===== src/rtl/st7567_pkg.sv =====
// Shared types and constants for the ST7567 frame sequencer: FSM states,
// controller init command table, addressing opcodes and panel geometry.
package st7567_pkg;

    typedef enum logic [2:0] {
        ST_RES_LOW,
        ST_RES_WAIT,
        ST_INIT_CMD,
        ST_IDLE,
        ST_PAGE_CMD,
        ST_FB_READ,
        ST_DATA
    } state_t;

    localparam int NUM_PAGES = 8;
    localparam int NUM_COLS  = 128;
    localparam int INIT_LEN  = 12;

    localparam logic [2:0] LAST_PAGE     = 3'(NUM_PAGES - 1);
    localparam logic [6:0] LAST_COL      = 7'(NUM_COLS - 1);
    localparam logic [3:0] LAST_INIT_IDX = 4'(INIT_LEN - 1);

    localparam logic [7:0] CMD_SET_PAGE = 8'hB0;
    localparam logic [7:0] CMD_COL_HI   = 8'h10;
    localparam logic [7:0] CMD_COL_LO   = 8'h00;

    // Power-up sequence: bias, ADC/COM direction, regulator, contrast, power, display on.
    function automatic logic [7:0] init_cmd(input logic [3:0] idx);
        case (idx)
            4'd0:    return 8'hE2;
            4'd1:    return 8'hA2;
            4'd2:    return 8'hA0;
            4'd3:    return 8'hC8;
            4'd4:    return 8'h25;
            4'd5:    return 8'h81;
            4'd6:    return 8'h20;
            4'd7:    return 8'h2C;
            4'd8:    return 8'h2E;
            4'd9:    return 8'h2F;
            4'd10:   return 8'h40;
            4'd11:   return 8'hAF;
            default: return 8'h00;
        endcase
    endfunction

endpackage


===== src/rtl/st7567_delay_counter.sv =====
// Up-counting delay timer shared by the reset-low and reset-wait phases.
// o_expired is high in the last enabled cycle of an i_limit-cycle interval.
module st7567_delay_counter (
    input  logic        i_clk,
    input  logic        i_reset_n,
    input  logic        i_enable,
    input  logic        i_clear,
    input  logic [31:0] i_limit,
    output logic        o_expired
);

    logic [31:0] r_count;

    assign o_expired = i_enable && ((r_count + 32'd1) >= i_limit);

    always_ff @(posedge i_clk or negedge i_reset_n) begin
        if (!i_reset_n) begin
            r_count <= 32'd0;
        end else if (i_clear) begin
            r_count <= 32'd0;
        end else if (i_enable) begin
            r_count <= r_count + 32'd1;
        end
    end

endmodule


===== src/rtl/st7567_frame_sequencer.sv =====
// Drives an ST7567 LCD: hardware reset, init commands, then on request streams
// the 8x128 framebuffer page by page through a valid/ready byte interface.
module st7567_frame_sequencer
    import st7567_pkg::*;
#(
    parameter int P_RES_LOW_CYCLES  = 1000,
    parameter int P_RES_WAIT_CYCLES = 1000,
    parameter int P_COL_OFFSET      = 0
) (
    input  logic       i_clk,
    input  logic       i_reset_n,
    input  logic       i_start,
    output logic       o_busy,
    output logic       o_init_done,
    output logic       o_frame_done,
    output logic [9:0] o_fb_addr,
    input  logic [7:0] i_fb_data,
    output logic [7:0] o_lcd_data,
    output logic       o_lcd_dc,
    output logic       o_lcd_valid,
    input  logic       i_lcd_ready,
    output logic       o_lcd_res_n
);

    localparam logic [7:0] LP_COL_OFF = 8'(P_COL_OFFSET);

    state_t      r_state;
    logic [3:0]  r_init_idx;
    logic [1:0]  r_cmd_idx;
    logic [2:0]  r_page;
    logic [6:0]  r_col;
    logic        r_pending;
    logic        r_data_fresh;
    logic [7:0]  r_lcd_data;
    logic        r_lcd_dc;
    logic        r_lcd_valid;
    logic        r_lcd_res_n;
    logic        r_busy;
    logic        r_init_done;
    logic        r_frame_done;
    logic [9:0]  r_fb_addr;

    logic        w_accept;
    logic        w_cnt_enable;
    logic        w_cnt_expired;
    logic [31:0] w_cnt_limit;

    assign w_accept     = r_lcd_valid && i_lcd_ready;
    assign w_cnt_enable = (r_state == ST_RES_LOW) || (r_state == ST_RES_WAIT);
    assign w_cnt_limit  = (r_state == ST_RES_LOW) ? 32'(P_RES_LOW_CYCLES) : 32'(P_RES_WAIT_CYCLES);

    st7567_delay_counter u_delay (
        .i_clk     (i_clk),
        .i_reset_n (i_reset_n),
        .i_enable  (w_cnt_enable),
        .i_clear   (w_cnt_expired),
        .i_limit   (w_cnt_limit),
        .o_expired (w_cnt_expired)
    );

    // The framebuffer byte arrives in the first DATA cycle, too late to register
    // without costing a cycle, so it is forwarded then and held from r_lcd_data after.
    assign o_lcd_data   = (r_state == ST_DATA && r_data_fresh) ? i_fb_data : r_lcd_data;
    assign o_lcd_dc     = r_lcd_dc;
    assign o_lcd_valid  = r_lcd_valid;
    assign o_lcd_res_n  = r_lcd_res_n;
    assign o_busy       = r_busy;
    assign o_init_done  = r_init_done;
    assign o_frame_done = r_frame_done;
    assign o_fb_addr    = r_fb_addr;

    // NOTE: every register, including the outputs, has an async reset value so a
    // reset mid-transfer drops the offered byte without waiting for a clock.
    always_ff @(posedge i_clk or negedge i_reset_n) begin
        if (!i_reset_n) begin
            r_state      <= ST_RES_LOW;
            r_init_idx   <= 4'd0;
            r_cmd_idx    <= 2'd0;
            r_page       <= 3'd0;
            r_col        <= 7'd0;
            r_pending    <= 1'b0;
            r_data_fresh <= 1'b0;
            r_lcd_data   <= 8'h00;
            r_lcd_dc     <= 1'b0;
            r_lcd_valid  <= 1'b0;
            r_lcd_res_n  <= 1'b0;
            r_busy       <= 1'b1;
            r_init_done  <= 1'b0;
            r_frame_done <= 1'b0;
            r_fb_addr    <= 10'd0;
        end else begin
            r_frame_done <= 1'b0;
            if (i_start && (r_state == ST_RES_LOW || r_state == ST_RES_WAIT || r_state == ST_INIT_CMD))
                r_pending <= 1'b1;

            unique case (r_state)
                ST_RES_LOW: begin
                    if (w_cnt_expired) begin
                        r_state     <= ST_RES_WAIT;
                        r_lcd_res_n <= 1'b1;
                    end
                end
                ST_RES_WAIT: begin
                    if (w_cnt_expired) begin
                        r_state     <= ST_INIT_CMD;
                        r_init_idx  <= 4'd0;
                        r_lcd_valid <= 1'b1;
                        r_lcd_dc    <= 1'b0;
                        r_lcd_data  <= init_cmd(4'd0);
                    end
                end
                ST_INIT_CMD: begin
                    if (w_accept) begin
                        if (r_init_idx == LAST_INIT_IDX) begin
                            r_init_done <= 1'b1;
                            if (r_pending || i_start) begin
                                r_pending  <= 1'b0;
                                r_state    <= ST_PAGE_CMD;
                                r_page     <= 3'd0;
                                r_cmd_idx  <= 2'd0;
                                r_lcd_data <= CMD_SET_PAGE;
                            end else begin
                                r_state     <= ST_IDLE;
                                r_lcd_valid <= 1'b0;
                                r_busy      <= 1'b0;
                            end
                        end else begin
                            r_init_idx <= r_init_idx + 4'd1;
                            r_lcd_data <= init_cmd(r_init_idx + 4'd1);
                        end
                    end
                end
                ST_IDLE: begin
                    if (i_start) begin
                        r_state     <= ST_PAGE_CMD;
                        r_busy      <= 1'b1;
                        r_page      <= 3'd0;
                        r_cmd_idx   <= 2'd0;
                        r_lcd_valid <= 1'b1;
                        r_lcd_dc    <= 1'b0;
                        r_lcd_data  <= CMD_SET_PAGE;
                    end
                end
                ST_PAGE_CMD: begin
                    if (w_accept) begin
                        case (r_cmd_idx)
                            2'd0: begin
                                r_cmd_idx  <= 2'd1;
                                r_lcd_data <= CMD_COL_HI | {4'd0, LP_COL_OFF[7:4]};
                            end
                            2'd1: begin
                                r_cmd_idx  <= 2'd2;
                                r_lcd_data <= CMD_COL_LO | {4'd0, LP_COL_OFF[3:0]};
                            end
                            default: begin
                                r_state     <= ST_FB_READ;
                                r_lcd_valid <= 1'b0;
                                r_col       <= 7'd0;
                                r_fb_addr   <= {r_page, 7'd0};
                            end
                        endcase
                    end
                end
                ST_FB_READ: begin
                    r_state      <= ST_DATA;
                    r_lcd_valid  <= 1'b1;
                    r_lcd_dc     <= 1'b1;
                    r_data_fresh <= 1'b1;
                end
                ST_DATA: begin
                    if (r_data_fresh) begin
                        r_lcd_data   <= i_fb_data;
                        r_data_fresh <= 1'b0;
                    end
                    if (w_accept) begin
                        if (r_col != LAST_COL) begin
                            r_state     <= ST_FB_READ;
                            r_lcd_valid <= 1'b0;
                            r_col       <= r_col + 7'd1;
                            r_fb_addr   <= {r_page, r_col + 7'd1};
                        end else if (r_page != LAST_PAGE) begin
                            r_state    <= ST_PAGE_CMD;
                            r_page     <= r_page + 3'd1;
                            r_cmd_idx  <= 2'd0;
                            r_lcd_dc   <= 1'b0;
                            r_lcd_data <= CMD_SET_PAGE | {5'd0, r_page + 3'd1};
                        end else begin
                            r_state      <= ST_IDLE;
                            r_lcd_valid  <= 1'b0;
                            r_busy       <= 1'b0;
                            r_frame_done <= 1'b1;
                        end
                    end
                end
                default: r_state <= ST_RES_LOW;
            endcase
        end
    end

endmodule

===== config.mk =====
export PLATFORM = sky130hd
export DESIGN_NAME = st7567_frame_sequencer
export DESIGN_NICKNAME = d
export VERILOG_FILES = /design/src/rtl/st7567_pkg.sv /design/src/rtl/st7567_delay_counter.sv /design/src/rtl/st7567_frame_sequencer.sv
export SDC_FILE = /design/constraint.sdc
export NUM_CORES = 1
export LEC_CHECK = 0
export ABC_AREA = 0
export BUFFER_PORTS_ARGS = -buffer_cell sky130_fd_sc_hd__buf_2
export CORE_ASPECT_RATIO = 2
export CORE_MARGIN = 2
export CORE_UTILIZATION = 45
export DETAILED_ROUTE_END_ITERATION = 10
export PLACE_DENSITY = 0.69
export SETUP_SLACK_MARGIN = 0.2
export SLEW_MARGIN = 20
export SYNTH_ARGS = -nofsm -noshare
export SYNTH_HDL_FRONTEND = slang
export SYNTH_HIERARCHICAL = 1
export SYNTH_SLANG_ARGS = --single-unit

===== constraint.sdc =====
create_clock -name i_clk -period 5.4 [get_ports i_clk]
set_clock_uncertainty 0.2 [all_clocks]
set_input_delay 0.81 -clock i_clk [delete_from_list [all_inputs] [get_ports i_clk]]
set_output_delay 0.81 -clock i_clk [all_outputs]
set_load 0.02 [all_outputs]

# After elaboration in Yosys (flattened, before gate mapping)
# Memories as Yosys holds them, arrays and structs flattened.
# Cells that the tools add are included.
totals:
  n_memories: 1
  wordCells: 169
  romBits: 112
  ff_bits: 77
  mem_bits_rw: 0
  latch_bits: 0
mem_list:
  columns: ["name", "words", "word_bits", "rd", "rd_clocked_by_memory_dff", "wr", "line", "text"]
  rows:
  - ["(no name shown)", 16, 7, 1, 0, 0, "st7567_pkg.sv:29", "case (idx)"]
op_classes:
  muxes: 89
  n_bitwise: 0
  mul: 0
  n_shift: 0
  div: 0
  n_reduce_logical: 30
  n_lt_le_gt_ge: 1
  n_eq_ne: 28
  n_addsub: 4
ops:
  columns: ["cell", "n"]
  rows:
  - ["8-bit 2-to-1 mux", 11]
  - ["32-bit 2-to-1 mux", 2]
  - ["3-bit 2-to-1 mux", 18]
  - ["10-bit 2-to-1 mux", 4]
  - ["8-bit case mux with 5 select lines", 1]
  - ["32-bit by 1-bit adder with 32-bit output (second input constant)", 1]
  - ["32-bit by 10-bit >= comparator with 1-bit output (second input constant)", 1]
  - ["7-bit 2-to-1 mux", 4]
  - ["1-bit 2-to-1 mux", 26]
  - ["8-bit AND reduction", 3]
  - ["3-bit case mux with 7 select lines", 1]
  - ["10-bit case mux with 2 select lines", 1]
  - ["10-bit AND reduction", 2]
  - ["2-bit inequality test (second input constant)", 9]
  - ["2-bit 2-to-1 mux", 8]
  - ["8-bit case mux with 2 select lines", 1]
  - ["7-bit case mux with 2 select lines", 1]
  - ["4-bit 2-to-1 mux", 3]
  - ["2-bit by 1-bit inequality test with 1-bit output (second input constant)", 6]
  - ["3-bit == test (second input constant)", 3]
  - ["3-bit inequality test (second input constant)", 3]
  - ["3-bit case mux with 3 select lines", 1]
  - ["2-bit case mux with 4 select lines", 1]
  - ["4-bit case mux with 2 select lines", 1]
  - ["other kinds (30)", 40]

# Longest topological paths before layout
logic_depth:
  word_depth: 9
  depth_mapped: 19
  ltp_nobuf: 17

# By module
# Netlist, hierarchy kept.
by_module_without_submodules:
  columns: ["module", "cells_each", "instances", "area_per_inst_um2", "seq_area_each_um2"]
  rows:
  - ["st7567_delay_counter", 358, 1, 2889.0, 800.8]
  - ["st7567_frame_sequencer", 278, 1, 2611.3, 952.2]

# Worst setup path after synthesis
# Ideal clock, no wire load.
synth_path:
  path_kind: "reg-to-reg"
  from: "reg u_delay.r_count[0]"
  to: "reg r_lcd_data[5]"
  path_buffers: 2
  required_time_ns: 5.075
  setup_ns: 0.125
  stages_incl_launch_ff: 19
  arrival_ns: 3.816
  synth_period_minus_slack_ns: 4.141
  setup_slack_ns: 1.259
  path_cell_list: "dfrtp_1 -> nand4_4 -> or3_1 -> buf_6 -> or2_1 -> clkbuf_1 -> nor3_1 -> xor2_1 -> ha_1 -> nand4_1 -> nor3_1 -> and3_1 -> o211ai_1 -> o211ai_1 -> nand2_1 -> a2bb2oi_1 -> o22ai_1 -> a221oi_2 -> mux2_2"
synth_between:
  elab_chain_cells: 5
synth_rtl:
  columns: ["element", "line", "text"]
  rows:
  - ["from (decl)", "st7567_delay_counter.sv:12", "logic [31:0] r_count;"]
  - ["from (signal assigned)", "st7567_delay_counter.sv:22", "r_count <= r_count + 32'd1;"]
  - ["32-bit by 1-bit adder with 32-bit output", "st7567_delay_counter.sv:14", "assign o_expired = i_enable && ((r_count + 32'd1) >= i_limit);"]
  - ["32-bit by 10-bit >= comparator with 1-bit output", "st7567_delay_counter.sv:14", null]
  - ["1-bit logical AND", "st7567_delay_counter.sv:14", null]
  - ["named net w_cnt_expired", "st7567_frame_sequencer.sv:45", "logic w_cnt_expired;"]
  - ["2-bit by 1-bit inequality test with 1-bit output (no line)", null, null]
  - ["7-bit AND reduction (no line)", null, null]
  - ["to (signal assigned)", "st7567_frame_sequencer.sv:109", "r_lcd_data <= init_cmd(4'd0);"]
  - ["to (signal assigned)", "st7567_frame_sequencer.sv:129", "r_lcd_data <= init_cmd(r_init_idx + 4'd1);"]
  - ["to (signal assigned)", "st7567_frame_sequencer.sv:149", "r_lcd_data <= CMD_COL_HI | {4'd0, LP_COL_OFF[7:4]};"]
  - ["to (decl)", "st7567_frame_sequencer.sv:34", "logic [7:0] r_lcd_data;"]
# The timed path passes the listed nets, and every way through them passes these cells.
# A chain may end at the register's enable or synchronous reset.

# Final worst setup path
# Same ends and word-level chain as after synthesis.

==> impl_metrics.toml <==
[critical_path]
path_class = "flip-flop to flip-flop"
worstReg2RegStart = "u_delay/r_count[0]"
endpoint_kind = "flip-flop"
startpoint_type = "flip-flop"
cp-endpoint = "r_lcd_data[5]"
timing.reg2reg.setup_slack_ns = 0.57
crit_required_ns = 5.42
r2r_end = "r_lcd_data[5]"
worstPathMaxFanout = 11
critPathArrivalTime_ns = 4.86
cp-startpoint = "u_delay/r_count[0]"
r2r_cells = 19

[yosys]
yosysSeqAreaShare = 0.319
synth_warnings = 6
synth-compound-area-share = 0.127
synth-main-ff-cell = "dfrtp_1"
synthMuxAreaShare = 0.0648
ys_ff_latch = 70
synth_edf_count = 0
synthAdderAreaFrac = 0.0978
avgSynthCellArea_sq_um = 8.65
yosys.area_share.simple = 0.238
yosysTopAreaCellShare = 0.314
synth-async-reset-ratio = 1.00
syn_area_sq_um = 5500
synth_xor_area_frac = 0.0924
synth_top_area_cell = "dfrtp_1"
synth.area.top_cells = "dfrtp_1 31%, ha_1 9.8%, xor2_1 5.6%"
synth_cells = 636
ys_types = 74
synth_top_family_by_area = "simple AND/OR/NAND/NOR gates"

[cts]
numCtsBuffers = 9
htree_levels = 3
clock_latency_ns = 0.34
hold_buffers = 0
clkSinkCount = 70
cts.path.max_buffers = 2
cts_root_buf = "clkbuf_16"
cts_tree = "yes"
clk_transition_reported_paths_ns = 0.06

[sta]
slew_headroom = 0.373
fin_crit_sh = 0.895
worst_slew_pin_slew_ns = 0.937
finalSetupViolCount = 0
finalMaxSlewViolations = 0
fin_setup_tns_ns = 0
hold_viol = 0
clock.fmax_mhz = 207
post-route-min-period_ns = 4.83
grt_setup_unrepaired = "no"
worst_hold_slack_ns = 0.269

[cells_and_area]
syn2layout_area_growth_pct = 12.0
diodes = 0
utilization = 0.511
layout.filler_cells = 1114
final_nets = 740
design_area_sq_um = 6160
drive_gt1_frac = 0.135

[run_status]
status = "complete, no violations"

[global_routing]
grt_use_met1 = 0.195
gr-usage-met2 = 0.422
grt_max_degree = 71
grt-ovfl-total = 0
top_usage_layer = "met2"
first_global_vias = 4890
track_usage = 0.218
antenna_found_initial = 0
use_met3 = 0.0315
grt_first_pass_wirelength_mm = 22.2

[die]
fp.dieH_microns = 160
ios = 36
rows = 57
die_area_sq_um = 13200
start_util = 0.456
fp.dieW_microns = 82.2
core_sq_um = 12100

[pwr]
vdd_drop_max_mv = 0.163
cellPowerDensity_nw_per_um2 = 193
power.leakage_nw = 2.72

[detailed_routing]
drc = 0
drtAntennaViolNets = 0
first_pass_iters = 4
vias = 4800
wirelength_mm = 13.7
wire_per_inst_microns = 16.4
drtIter0Drc = 148
viasPerCell = 5.73

[placement]
portBuffers = 35
hpwl_mm = 10.5
globalplace.congestion = 0.972
placed_area_sq_um = 5850

[run]
drv_cap = 0

[worst_hold_path]
min_path_cells = 2
hp-class = "flip-flop to flip-flop"
kinds of logic (layout without fill, tap and decap cells):
group | after synthesis | in the layout
simple gates | 251 | 251
compound gates | 101 | 101
buf+inv | 78 | 102
flops | 70 | 70
xor+xnor | 58 | 58
fa+ha+maj | 43 | 43
mux | 33 | 33
other cells | 2 | 32
power breakdown:
part | leakage, nW | switching [W] | internal (W)
Clock | 0.148 | 0.000234 | 0.000368
Combinational | 1.80 | 0.0000355 | 0.0000215
Sequential | 0.772 | 0.00000222 | 0.000527
Yosys cell counts (3+ instances only):
library cell / number
dfrtp_1: 69
nor2_1: 62
nand2_1: 52
inv_1: 44
ha_1: 43
nand3_1: 35
xor2_1: 35
a21oi_1: 24
o21ai_0: 24
xnor2_1: 23
mux2_2: 21
nor3_1: 20
clkbuf_1: 19
nand4_1: 18
mux2i_1: 12
nor4_1: 11
buf_2: 10
or3_1: 8
and4_1: 7
and3_1: 6
o2bb2ai_1: 6
and2_1: 5
nand2b_1: 5
o31ai_1: 5
a221o_1: 3
o211ai_1: 3
o21a_1: 3
o22a_1: 3
o41ai_1: 3
cells in the final DEF (no fill, tap or decap), types with 3 or more instances in the layout:
cell type | netlist | routed
o21a_1 | 3 | 3
nand2b_1 | 5 | 5
o41ai_1 | 3 | 3
buf_4 | 2 | 5
o211ai_1 | 3 | 3
mux2i_1 | 12 | 12
ha_1 | 43 | 43
nor4_1 | 11 | 11
clkinv_2 | 0 | 3
nand2_1 | 52 | 52
buf_2 | 10 | 35
inv_1 | 44 | 44
or3_1 | 8 | 8
nand4_1 | 18 | 18
dfrtp_1 | 69 | 69
o2bb2ai_1 | 6 | 6
and4_1 | 7 | 7
mux2_2 | 21 | 21
nor2_1 | 62 | 62
o21ai_0 | 24 | 24
clkbuf_16 | 0 | 9
nor3_1 | 20 | 20
conb_1 | 2 | 32
nand3_1 | 35 | 35
a21oi_1 | 24 | 24
and2_1 | 5 | 5
a221o_1 | 3 | 3
xnor2_1 | 23 | 23
o31ai_1 | 5 | 5
and3_1 | 6 | 6
o22a_1 | 3 | 3
xor2_1 | 35 | 35
metrics by stage:
step                      setup WS, ns  total power [W]  cells
after floorplan                   1.26         0.000571    666
after global placement           0.696         0.000594    820
after detailed placement         0.576         0.000596    820
after CTS                        0.487          0.00120    836
after global routing             0.187          0.00123    837
final                            0.566          0.00119    837
sequential cells by signal, summed over array words and instances (netlist names):
name / flops
r_data_fresh: 1
r_lcd_data: 8
o_fb_addr: 4
o_lcd_res_n: 1
o_lcd_dc: 1
r_state: 3
r_cmd_idx: 2
u_delay/r_count: 32
o_busy: 1
r_init_idx: 4
r_col: 6
o_frame_done: 1
r_pending: 1
o_lcd_valid: 1
r_page: 3
o_init_done: 1
worst max-delay path: stages, from the launching register on:
cell and delay (ns):
dfrtp_1 0.49, ha_1 0.27, nand3_1 0.24, nor4_1 0.35
buf_4 0.25, and2_1 0.25, nand4_1 0.13, xnor2_1 0.15
ha_1 0.32, nand4_1 0.12, nor3_1 0.29, and3_1 0.20
o211ai_1 0.09, o211ai_1 0.20, nand2_1 0.09, a2bb2oi_1 0.19
o22ai_1 0.14, a221oi_2 0.24, buf_4 0.19, mux2_2 0.33
repair_timing:
action,in CTS,in global routing
setup buffers,0,1
gates resized for setup,0,1
setup endpoints to repair,0,3
per-layer routing:
metal	vias to the layer above	wire, microns
li1	2327	-
met1	2306	4760
met2	118	7880
met3	49	373
met4	0	725
met5	-	0
cell type report:
type                    instances  area [sq um]  area share
inverters                      45           169      0.0274
multi-input cells             518          3530       0.573
clock buffers                  10           239      0.0388
well taps                     147           184      0.0298
repair buffers                 41           224      0.0363
clock inverters                 6          61.3     0.00995
flip-flops and latches         70          1750       0.284
worst min path at each step:
stage                     start     endpoint  slack (ns)
floorplan             r_pending    r_pending        0.26
global placement    o_init_done  o_init_done        0.25
detailed placement       o_busy       o_busy        0.27
CTS                      o_busy       o_busy        0.28
global route             o_busy       o_busy        0.30
finish                   o_busy       o_busy        0.27
Power figures use the tool's default switching activity.
